## src/rtl/sdram_rw_scheduler.sv

```systemverilog
// ---------------------------------------------------------------------------
// sdram_rw_scheduler
//   Schedules SDRAM burst traffic between the camera write FIFO and the
//   display read FIFO. One burst is outstanding at a time. When both sides
//   need service, the side that was not served last wins (round-robin).
//   Frames ping-pong between banks 0 and 1. The writer never starts a new
//   frame in the bank that the reader is scanning mid-frame.
//
// Ports
//   S_CLK          clock, all logic on the rising edge
//   RST_N          asynchronous active-low reset
//   wr_fifo_usedw  camera-side FIFO fill level (a write burst is needed at >= BURST_LEN)
//   rd_fifo_usedw  display-side FIFO fill level (a read burst is needed below RD_LOW_WATER)
//   rd_enable      display consumer active; no new read bursts while low
//   write_en       write burst request, held until write_ack
//   write_ack      1-cycle pulse: write burst complete
//   read_en        read burst request, held until read_ack
//   read_ack       1-cycle pulse: read burst complete
//   addr           burst start word address, stable while a request is high
//   bank           bank of the current burst (0 or 1)
//   wr_frame_done  1-cycle pulse when the last write burst of a frame is acked
//   frame_valid    sticky: at least one complete frame has been written
//   busy           scheduler is not idle
// ---------------------------------------------------------------------------
module sdram_rw_scheduler #(
  parameter int BURST_LEN    = 256,
  parameter int FRAME_BURSTS = 1200,
  parameter int RD_LOW_WATER = 256,
  parameter int GAP_CYC      = 2
) (
  input  logic        S_CLK,
  input  logic        RST_N,
  input  logic [8:0]  wr_fifo_usedw,
  input  logic [8:0]  rd_fifo_usedw,
  input  logic        rd_enable,
  output logic        write_en,
  input  logic        write_ack,
  output logic        read_en,
  input  logic        read_ack,
  output logic [19:0] addr,
  output logic [1:0]  bank,
  output logic        wr_frame_done,
  output logic        frame_valid,
  output logic        busy
);

  localparam int CNT_W = (FRAME_BURSTS > 1) ? $clog2(FRAME_BURSTS) : 1;
  localparam int GAP_W = (GAP_CYC > 1) ? $clog2(GAP_CYC) : 1;

  localparam logic [CNT_W-1:0] LAST_BURST = CNT_W'(FRAME_BURSTS - 1);
  localparam logic [GAP_W-1:0] GAP_LAST   = GAP_W'(GAP_CYC - 1);
  localparam logic [19:0]      ADDR_STEP  = 20'(BURST_LEN);
  localparam logic [9:0]       WR_THRESH  = 10'(BURST_LEN);
  localparam logic [9:0]       RD_THRESH  = 10'(RD_LOW_WATER);

  typedef enum logic [1:0] {
    IDLE   = 2'd0,
    WR_REQ = 2'd1,
    RD_REQ = 2'd2,
    GAP    = 2'd3
  } state_t;

  state_t           state, state_nxt;
  logic [CNT_W-1:0] wr_cnt, rd_cnt;
  logic [GAP_W-1:0] gap_cnt;
  logic             wr_bank, rd_bank, done_bank;
  logic             last_grant_rd;   // 1 = read was served last

  logic             wr_need, rd_need;
  logic             rd_bank_eff;
  logic [19:0]      wr_addr, rd_addr;

  assign wr_need = ({1'b0, wr_fifo_usedw} >= WR_THRESH);
  assign rd_need = rd_enable & frame_valid & ({1'b0, rd_fifo_usedw} < RD_THRESH);

  // A reader that is between frames always starts on the newest complete frame.
  assign rd_bank_eff = (rd_cnt == '0) ? done_bank : rd_bank;

  assign wr_addr = 20'(wr_cnt) * ADDR_STEP;
  assign rd_addr = 20'(rd_cnt) * ADDR_STEP;

  assign busy = (state != IDLE);

  always_comb begin
    state_nxt = state;
    case (state)
      IDLE: begin
        if (wr_need && (!rd_need || last_grant_rd)) state_nxt = WR_REQ;
        else if (rd_need)                          state_nxt = RD_REQ;
      end
      WR_REQ:  if (write_ack)            state_nxt = GAP;
      RD_REQ:  if (read_ack)             state_nxt = GAP;
      GAP:     if (gap_cnt == GAP_LAST)  state_nxt = IDLE;
      default:                           state_nxt = IDLE;
    endcase
  end

  always_ff @(posedge S_CLK or negedge RST_N) begin
    if (!RST_N) begin
      state         <= IDLE;
      write_en      <= 1'b0;
      read_en       <= 1'b0;
      addr          <= '0;
      bank          <= '0;
      wr_frame_done <= 1'b0;
      frame_valid   <= 1'b0;
      wr_cnt        <= '0;
      rd_cnt        <= '0;
      gap_cnt       <= '0;
      wr_bank       <= 1'b0;
      rd_bank       <= 1'b0;
      done_bank     <= 1'b0;
      last_grant_rd <= 1'b1;
    end else begin
      state         <= state_nxt;
      write_en      <= (state_nxt == WR_REQ);
      read_en       <= (state_nxt == RD_REQ);
      wr_frame_done <= 1'b0;
      gap_cnt       <= (state == GAP) ? gap_cnt + GAP_W'(1) : '0;

      if (state == IDLE && state_nxt == WR_REQ) begin
        addr <= wr_addr;
        bank <= {1'b0, wr_bank};
      end
      if (state == IDLE && state_nxt == RD_REQ) begin
        addr    <= rd_addr;
        bank    <= {1'b0, rd_bank_eff};
        rd_bank <= rd_bank_eff;
      end

      if (state == WR_REQ && write_ack) begin
        last_grant_rd <= 1'b0;
        if (wr_cnt == LAST_BURST) begin
          wr_cnt        <= '0;
          wr_frame_done <= 1'b1;
          frame_valid   <= 1'b1;
          done_bank     <= wr_bank;
          // Stay in place if the other bank is the one being read mid-frame.
          if (rd_cnt == '0 || (~wr_bank != rd_bank)) wr_bank <= ~wr_bank;
        end else begin
          wr_cnt <= wr_cnt + CNT_W'(1);
        end
      end

      if (state == RD_REQ && read_ack) begin
        last_grant_rd <= 1'b1;
        if (rd_cnt == LAST_BURST) begin
          rd_cnt  <= '0;
          rd_bank <= done_bank;
        end else begin
          rd_cnt <= rd_cnt + CNT_W'(1);
        end
      end
    end
  end

endmodule
```

## config.mk

```make
export PLATFORM = sky130hd
export DESIGN_NAME = sdram_rw_scheduler
export DESIGN_NICKNAME = d
export VERILOG_FILES = /design/src/rtl/sdram_rw_scheduler.sv
export SDC_FILE = /design/constraint.sdc
export NUM_CORES = 1
export LEC_CHECK = 0
export CAP_MARGIN = 5
export CORE_ASPECT_RATIO = 0.9
export CORE_UTILIZATION = 50
export DETAILED_ROUTE_END_ITERATION = 12
export PLACE_DENSITY = 0.79
export SLEW_MARGIN = 20
export SYNTH_ARGS = -nofsm -noshare
export SYNTH_HDL_FRONTEND = slang
export SYNTH_SLANG_ARGS = --single-unit
```

## constraint.sdc

```tcl
create_clock -name S_CLK -period 3.25 [get_ports S_CLK]
set_clock_uncertainty 0.2 [all_clocks]
set_input_delay 0.4875 -clock S_CLK [delete_from_list [all_inputs] [get_ports S_CLK]]
set_output_delay 0.4875 -clock S_CLK [all_outputs]
set_load 0.005 [all_outputs]
```

# --- Word level (Yosys, flattened, before mapping) ---
# Index checks and enable logic that the tools add are counted.
word_totals:
  register_bits: 55
  in_bits: 23
  elab_cells: 66
op_classes:
  n_addsub: 3
  n_lt_le_gt_ge: 2
  n_eq_ne: 8
  mux: 21
  bitwise_logic: 3
  reduce_logical: 15
op_table:
  columns: ["cell", "count"]
  rows:
  - ["two-way mux 20 bit", 2]
  - ["adder 11 x 1 -> 11 bit, second input constant", 2]
  - ["== test 11 bit, second input constant", 2]
  - ["two-way mux 11 bit", 2]
  - ["two-way mux 2 bit", 7]
  - ["logical NOT 11 bit", 1]
  - [">= comparator 9 bit, second input constant", 1]
  - ["less-than comparator 9 bit, second input constant", 1]
  - ["two-way mux 1 bit", 9]
  - ["one-hot mux 2 bit (4 select lines)", 1]
  - ["== test 2 bit, second input constant", 3]
  - ["nonzero test 2 bit", 3]
  - ["logical AND 1 bit", 5]
  - ["== test 2 x 1 -> 1 bit, second input constant", 2]
  - ["AND reduction 3 bit", 1]
  - ["bitwise AND 1 bit", 2]
  - ["logical NOT 2 bit", 1]
  - ["logical OR 1 bit", 2]
  - ["AND reduction 2 bit", 1]
  - ["adder 1 bit, second input constant", 1]
  - ["logical NOT 1 bit", 1]
  - ["!= test 1 bit", 1]
  - ["NOT 1 bit", 1]

# --- Logic depth before layout (Yosys ltp) ---
# Gate-level depths: netlist of run 1.
depth:
  ltp_word: 12
  ltp_mapped: 6

# --- Least setup slack after synthesis of run 1 ---
# No wires, ideal clock.
synth_path:
  path_kind: "reg2reg"
  startpoint: "register state[1]"
  endpoint: "register rd_bank"
  arrival_ns: 1.440
  setup_slack_ns: 1.483
  path_stages_with_launch: 6
  path_cell_list: "dfrtp_1 nor2_4 inv_2 a211o_4 o21ai_2 mux2_1"
synth_between:
  elab_chain_cells: 8
  elab_cells_between_ends: 16
  cone_classes: "eq/ne (4); mux (9); reduce/logical (3)"
synth_lines:
  columns: ["element", "line_no", "text"]
  rows:
  - ["start, declared", "63", "state_t state, state_nxt;"]
  - ["start signal, assigned", "115", "state <= state_nxt;"]
  - ["two-way mux 2 bit", "89", "else if (rd_need) state_nxt = RD_REQ;"]
  - ["two-way mux 2 bit", "88", "if (wr_need && (!rd_need || last_grant_rd)) state_nxt = WR_REQ;"]
  - ["one-hot mux 2 bit (4 select lines)", "86", "case (state)"]
  - ["== test 2 bit", "125", "if (state == IDLE && state_nxt == RD_REQ) begin"]
  - ["logical AND 1 bit", "125", null]
  - ["two-way mux 1 bit", "125", null]
  - ["two-way mux 1 bit", "147", "if (rd_cnt == LAST_BURST) begin"]
  - ["two-way mux 1 bit *", "145", "if (state == RD_REQ && read_ack) begin"]
  - ["end signal, assigned", "128", "rd_bank <= rd_bank_eff;"]
  - ["end signal, assigned", "149", "rd_bank <= done_bank;"]
  - ["end, declared", "66", "logic wr_bank, rd_bank, done_bank;"]
# Every way passes the cells marked *; elsewhere a longest branch is shown, timed or not.
# A chain may end at the register's enable or synchronous reset.

# --- Worst setup path after layout of run 1 ---
layout_path:
  startpoint: "register state[1]"
  endpoint: "output busy"
layout_between:
  elab_chain_cells: 1
layout_lines:
  columns: ["element", "line_no", "text"]
  rows:
  - ["nonzero test 2 bit", "82", "assign busy = (state != IDLE);"]
  - ["end, declared", "44", "output logic busy"]
# No other way between the ends.

==> impl.org, run 1 <==
** Routing
- In the routed design, unresolved DRC markers number 0.
- Post-route antenna net violation count :: 0
- Number of vias per cell :: 5.32
- The routed layout has 1611 vias.
- The detailed router finished its first iteration with 99 violations.
- Wires add up to 4.36 mm.
- The first detailed-routing pass took 4 iterations.
- After detailed routing, the average wire length per cell comes to 14.4 um.

** Critical path
- Data required time at the worst endpoint :: 2560 ps
- Largest fanout on the critical path :: 8
- Together, buffers and inverters on the worst path number 2.
- Delay-heaviest family, CP :: buffers and inverters
- Cell-by-cell trace of the critical path :: nor2_4, inv_2, clkdlybuf4s50_1
- STA classifies the critical path startpoint as a flop.
- Worst path slowest cell :: dfrtp_1
- Critical path class :: reg2out
- On the worst path, the slowest cell contributes a delay of 530 ps.
- Setup crit end kind :: output port
- The setup check on the worst reg-to-reg path leaves a slack of 1100 ps.
- Worst Path Arrival :: 1600 ps

** Synth
- Netlist Area Pre-Place :: 0.00230 mm^2
- Part of the Yosys area used for sequential elements :: 0.489
- During synthesis, Yosys emitted a total of 0 warnings.
- The share of synthesized area in the top cell type comes to 0.478.
- Synthesis inferred 45 register bits.
- By area the synthesized netlist is led by dfrtp_1 48%, mux2i_1 5.6%, nand2_1 4.4%, buf_4 3.3%, xnor2_1 2.7%.
- In the synthesized netlist the dominant register cell turns out to be dfrtp_1.
- Post-synthesis instance total :: 213
- dfrtp_1 takes more of the synthesized area than any other cell.
- Number of different library cells in the post-synthesis netlist :: 53
- Counting flops with an async set or reset pin after synthesis yields a share of 1.00.
- Syn Area/Cell :: 10.8 um^2
- Counting flops with a built-in enable in the synthesized netlist gives 0.

** Finish
- At the end of the flow the core is filled with cells to 0.602.
- Number of nets at the end of the flow :: 266
- In the layout the commonest cells are 44 x dfrtp_1, 27 x nand2_1, 22 x clkdlybuf4s50_1, 13 x mux2i_1, 11 x nor2_1.
- From synthesis to final layout, the design area changed by 15.9%.
- Leaving out fill and tap cells, the most frequent cell in the layout is dfrtp_1.
- Inserted Diodes :: 0
- Layout cell share with drive strength beyond 1 :: 0.120

** Placement
- Total of buffers placed on input and output ports :: 23
- Routability-driven placement finished with a final weighted congestion of 0.777.
- Place WS :: 760 ps
- After legalization and detailed placement, the total HPWL measured 3.19 mm.

** Floorplan
- Die width :: 73.5 um
- The die covers 0.00488 mm^2.
- Ports :: 50
- The core region is 0.00443 mm^2.
- For this configuration, the core starts out at a cell density of 0.520.
- Die outline height :: 66.4 um
- Row Count :: 23

** Power
- P_leak :: 1.23 nW
- Power density normalized to cell area :: 616 mW/mm^2
- Largest voltage drop on the vdd net :: 0.406 mV

** STA
- Actual slew at the worst max-slew pin :: 595 ps
- Measured against its own limit, the worst slew margin works out to 0.599.
- Time the worst path needs with I/O delays and setup :: 2290 ps
- Total setup violations reported at the end of the flow :: 0
- Setup_tns :: 0 ps
- Setup repair after global routing left no endpoint under its margin.
- On the final layout, the worst hold slack is -17.1 ps.
- Dividing the final minimum period by the clock period gives 0.704.
- The max-slew violation total from the final report was 0.
- Final worst setup slack :: 962 ps
- The final-report hold violation count is 24.
- Max Clock Freq :: 437 MHz

** GRT
- Summed over all layers, the global routing overflow is 0.
- Tot GR Track Use :: 0.200
- Entering global routing, the biggest net connects 46 pins.
- The number of global-route vias before repair came to 1543.
- First-pass GRT wire length :: 7.39 mm
- The initial antenna violation count was 0.

** Status
- Result of the run :: finished with violations
- The final reports fail on negative hold slack.

** Clock tree
- Post-cts hold buffer count :: 0
- Post-CTS Resized :: 0
- Worst-skew pair later-pin latency :: 290 ps
- TritonCTS created 5 clock buffers.
- Clock transition at the registers of the reported paths :: 80 ps
- The number of setup buffers added after CTS is 0.
- Counting along the longest clock path gives a buffer depth of 2.
- Maximum level of the CTS H-tree :: 2
- Clock tree from TritonCTS :: done
- CTS placed an instance of clkbuf_8 at the clock tree root.
- Counting every sink on the clock net gives 45.

** Run
- Maxcap violations :: 0

** Hold path
- Hold Path Class :: in2async
-- metrics by stage --
step                      cell area (um^2)  power (W)  cells
after floorplan                       2340    0.00105    222
after global placement                2550    0.00121    295
after detailed placement              2550    0.00123    295
after CTS                             2670    0.00166    303
after global routing                  2670    0.00175    303
final                                 2670    0.00164    303
-- path summary, 6_finish.rpt --
check                              startpoint                     to  depth (start not counted)
min                                     RST_N    addr[9]$_DFFE_PN0P_                          1
max                        state[1]$_DFF_PN0_                   busy                          3
min reg2reg                 gap_cnt$_DFF_PN0_      gap_cnt$_DFF_PN0_                          1
min in group S_CLK          gap_cnt$_DFF_PN0_      gap_cnt$_DFF_PN0_                          1
max in group asynchronous               RST_N  wr_cnt[7]$_DFFE_PN0P_                          1
max reg2reg                state[1]$_DFF_PN0_   addr[15]$_DFFE_PN0P_                          6
-- cells in the mapped netlist, drive strengths merged, types with 2 or more instances --
cell	instances
nand3b	3
nor4	3
mux2	2
inv	8
o21ai	15
xor2	5
and3b	2
and2	2
ha	3
nand2	27
dfrtp	44
nor2	13
nor3b	3
nand4	9
nor3	4
and3	8
a211o	2
nand3	5
a21o	4
a211oi	3
mux2i	13
a31oi	4
buf	13
xnor2	7
-- power by group --
part | total [W] | switching, W | leakage (nW) | internal (W)
Combinational | 0.000396 | 0.000188 | 0.577 | 0.000207
Sequential | 0.000820 | 0.000145 | 0.598 | 0.000675
Clock | 0.000429 | 0.000178 | 0.0585 | 0.000251
Total | 0.00164 | 0.000511 | 1.23 | 0.00113
-- worst reg2reg max path, cell delays in order, from the launching register on --
cell and delay, ps:
dfrtp_1 500, nor2_4 210, inv_2 110, a211oi_2 400
buf_4 270, mux2i_1 230, o21ai_1 90
-- layer usage --
metal	wire [um]	share of wire	vias to the layer above	track usage
met1	2150	0.49	784	0.283
met2	2000	0.46	35	0.311
met5	0	0	-	0
met3	170	0.039	4	0.0412
li1	-	-	788	-
met4	40	0.0092	0	0.0553
-- flip-flops by register name, indices dropped and copies added, names as in the netlist --
register,cells
wr_bank,1
rd_cnt,11
wr_cnt,11
bank,1
gap_cnt,1
write_en,1
last_grant_rd,1
addr,11
frame_valid,1
wr_frame_done,1
state,2
read_en,1
done_bank,1
rd_bank,1
-- cell families (layout without fill, tap and decap cells) --
kind of cell / Yosys count / count (layout) / share of synthesized area
adders and majority gates: 3 / 3 / 0.0163
DFF: 45 / 45 / 0.489
other: 1 / 10 / 0.00163
buffers and inverters: 21 / 40 / 0.0549
xor gates and xnor gates: 12 / 12 / 0.0489
AOI/OAI and AO/OA: 33 / 33 / 0.0999
and+or+nand+nor: 83 / 83 / 0.223
muxes: 15 / 15 / 0.0663
-- area by class of cell --
type | count | area (um^2)
clock buffer | 7 | 86.3
clock inverter | 1 | 30.0
multi-input combinational | 156 | 1080
sequential | 45 | 1130
timing repair buffer | 24 | 235
fill | 385 | 1760
tap | 62 | 77.6
inverter | 8 | 30.0
Power figures use the tool's default switching activity.
==> run 2, diff against run 1 <==
==> constraint.sdc (replaced) <==
create_clock -name S_CLK -period 2.2 [get_ports S_CLK]
set_clock_uncertainty 0.2 [all_clocks]
set_input_delay 0.33 -clock S_CLK [delete_from_list [all_inputs] [get_ports S_CLK]]
set_output_delay 0.33 -clock S_CLK [all_outputs]
set_load 0.005 [all_outputs]
==> impl.org, run 2 (synthesis results as in run 1) <==
** Critical path
- Crit path from :: state[1]$_DFF_PN0_ (unchanged)
- The worst reg2reg path depth came to 4 (was 6).
- The critical path data arrival time was 1590 ps (was 1600 ps).
- The path type of the worst setup path is reg2out (unchanged).
- The start of the worst register-to-register path is rd_cnt[8]$_DFFE_PN0P_ (was state[1]$_DFF_PN0_).
- Cell-by-cell trace of the critical path: nor2_4, inv_2, clkdlybuf4s50_1 (unchanged).
- Largest fanout on the critical path :: 8 (unchanged)
- The critical path required time is 1670 ps (was 2560 ps).
- Delay-heaviest family, CP :: buffers and inverters (unchanged)
- The category of the worst setup path capture point is an output port (unchanged).
- Worst stage delay on the critical path :: 530 ps (about the same)
- The slowest stage cell on the critical path is clkdlybuf4s50_1 (was dfrtp_1).
- The cell depth of the worst setup path was 3 (unchanged).
- The sum of buffers and inverters on the critical path is 2 (unchanged).
- The setup slack of the worst register-to-register path was 290 ps (was 1100 ps).
- The worst reg2reg path endpoint is rd_bank$_DFF_PN0_ (was addr[15]$_DFFE_PN0P_).
- The critical path capture point is busy (unchanged).
- Critical Path Source Type :: flop (unchanged)

** Floorplan
- Total Die Area :: 0.00488 mm^2 (unchanged)
- Core Area :: 0.00443 mm^2 (unchanged)
- Die width :: 73.5 um (unchanged)
- The standard-cell row count came to 23 (unchanged).
- The starting density of the core is 0.520 (unchanged).
- The y dimension of the die was 66.4 um (unchanged).
- Ports :: 50 (unchanged)

** Run
- The max-capacitance violation count was 0 (unchanged).

** Finish
- Leading cell type in the layout, fill and taps excluded :: dfrtp_1 (unchanged)
- The post-layout net count came to 277 (was 266).
- Commonest cells after routing, fill and taps aside :: 44 x dfrtp_1, 27 x nand2_1, 22 x clkdlybuf4s50_1, 13 x mux2i_1, 11 x nor2_1 (unchanged)
- Largest registers :: addr x11, rd_cnt x11, wr_cnt x11 (unchanged)
- Inserted Diodes :: 0 (unchanged)
- The relative area change from synthesis to final layout is 18.6% (was 15.9%).
- Layout cell share with drive strength beyond 1 :: 0.155 (was 0.120)

** Power
- Power share of the sequential group :: 0.519 (was 0.499)
- The cell-internal power came to 0.00155 W (was 0.00113 W).
- Power density normalized to cell area :: 853 mW/mm^2 (was 616 mW/mm^2)
- The worst-case vdd ir drop was 0.457 mV (was 0.406 mV).
- Fraction of power consumed by combinational cells :: 0.270 (was 0.241)
- P_leak :: 1.28 nW (was 1.23 nW)
- The switching fraction of total power came to 0.333 (was 0.311).
- Fraction of power consumed by the clock network :: 0.211 (was 0.261)
- Power dissipated by switching net loads :: 0.000776 W (was 0.000511 W)

** Routing
- WL/cell :: 14.8 um (was 14.4 um)
- Number of design-rule violations left by the first detailed-router iteration :: 84 (was 99)
- Detailed-router iteration count before antenna repair :: 4 (unchanged)
- The detailed-route wire length is 4.64 mm (was 4.36 mm).
- The DRC violation count after routing was 0 (unchanged).
- Vias after detailed routing :: 1649 (was 1611)
- Post-route antenna net violation count :: 0 (unchanged)
- Number of vias per cell :: 5.25 (was 5.32)

** STA
- Setup repair after global routing missed its margin :: no (unchanged)
- The final-layout setup total negative slack came to 0 ps (unchanged).
- Time the worst path needs with I/O delays and setup :: 2120 ps
- Final hold vios :: 0 (was 24)
- The final critical-path setup slack came to 81.6 ps (was 962 ps).
- Final Cycle Share :: 0.963
- Worst-case headroom to the max-slew limit :: 0.591 (was 0.599)
- Total setup violations reported at the end of the flow :: 0 (unchanged)
- Max Clock Freq :: 472 MHz
- The max-slew violation total from the final report came to 0 (unchanged).
- Actual slew at the worst max-slew pin :: 613 ps (was 595 ps)

** Placement
- The final weighted congestion of routability-driven global placement came to 0.799 (was 0.777).
- Place WS :: 110 ps (was 760 ps)
- The placed wire-length estimate is 3.43 mm (was 3.19 mm).
- The quantity of I/O buffers inserted on ports was 23 (unchanged).

** Clock tree
- The TritonCTS clock tree was done (unchanged).
- The number of buffers inserted for hold repair after clock tree synthesis was 1 (was 0).
- Maximum level of the CTS H-tree :: 2 (unchanged)
- Clock tree root driver cell :: clkbuf_8 (unchanged)
- Worst-skew pair later-pin latency :: 290 ps (about the same)
- Number of sinks on the clock net :: 45 (unchanged)
- Post-CTS Resized :: 0 (unchanged)
- The buffers inserted during post-CTS setup optimization came to 0 (unchanged).
- Clock transition at the registers of the reported paths :: 80 ps (about the same)
- TritonCTS Buffers :: 5 (unchanged)
- The largest buffer count on any clock path was 2 (unchanged).

** Hold path
- Hold Path Class :: reg2reg (was in2async)

** GRT
- Antenna violations before repair :: 0 (unchanged)
- The number of global-route vias before repair came to 1597 (was 1543).
- The total overflow reported by the global router was 0 (unchanged).
- The global-route wire length before repair is 7.78 mm (was 7.39 mm).
- The global routing usage summed across all routing layers came to 0.215 (was 0.200).
- Maximum number of pins on one net before global-route repair :: 28 (was 46)

** Status
- Result of the run :: finished clean (was finished with violations)
-- run 2: changes by cell type in the layout (fill, tap and decap cells not counted) --
cell           previous run  this run
buf_2                     0         1
bufinv_16                 1         0
clkbuf_8                  6         5
dlygate4sd3_1             0         1
clkinv_2                  0         2
buf_12                    0         1
buf_4                     2        10
-- run 2: final cells by class --
cell class / count / area [um^2]
clock buffer: 6 / 72.6
sequential: 45 / 1130
multi-input combinational: 156 / 1080
inverter: 8 / 30.0
tap: 62 / 77.6
timing repair buffer: 35 / 330
clock inverter: 2 / 10.0
fill: 388 / 1700
-- run 2: routing by layer --
metal | routed length (um) | GRT usage | vias to the layer above | share of wire
met4 | 53 | 0.0625 | 0 | 0.011
met3 | 170 | 0.0503 | 6 | 0.037
met5 | 0 | 0 | - | 0
met1 | 2290 | 0.301 | 805 | 0.49
li1 | - | - | 808 | -
met2 | 2120 | 0.331 | 30 | 0.46
-- run 2: power groups by stage --
stage	clock, W	sequential (W)	combinational, W
finish	0.000491	0.00121	0.000630
global route	0.000534	0.00124	0.000712
CTS	0.000502	0.00121	0.000635
detailed placement	0	0.00122	0.000630
global placement	0	0.00121	0.000604
floorplan	0	0.00117	0.000376
-- run 2: worst min-delay path by stage --
stage	end	start	slack (ps)	cells after the start
2_1_floorplan	addr[10]$_DFFE_PN0P_	RST_N	-170	0
3_3_place_gp	read_en$_DFF_PN0_	RST_N	170	1
4_1_cts	gap_cnt$_DFF_PN0_	gap_cnt$_DFF_PN0_	230	1
3_5_place_dp	addr[9]$_DFFE_PN0P_	RST_N	190	1
6_report	gap_cnt$_DFF_PN0_	gap_cnt$_DFF_PN0_	230	1
5_1_grt	gap_cnt$_DFF_PN0_	gap_cnt$_DFF_PN0_	260	1
-- run 2: per-stage QoR --
stage | power, W | util | hold WS [ps] | instances | instance area (um^2)
after floorplan | 0.00155 | - | -166 | 222 | 2340
after global placement | 0.00182 | 0.595 | 166 | 305 | 2640
after detailed placement | 0.00185 | 0.595 | 188 | 305 | 2640
after CTS | 0.00234 | 0.616 | 235 | 314 | 2730
after global routing | 0.00248 | 0.616 | 262 | 314 | 2730
final | 0.00233 | 0.616 | 232 | 314 | 2730
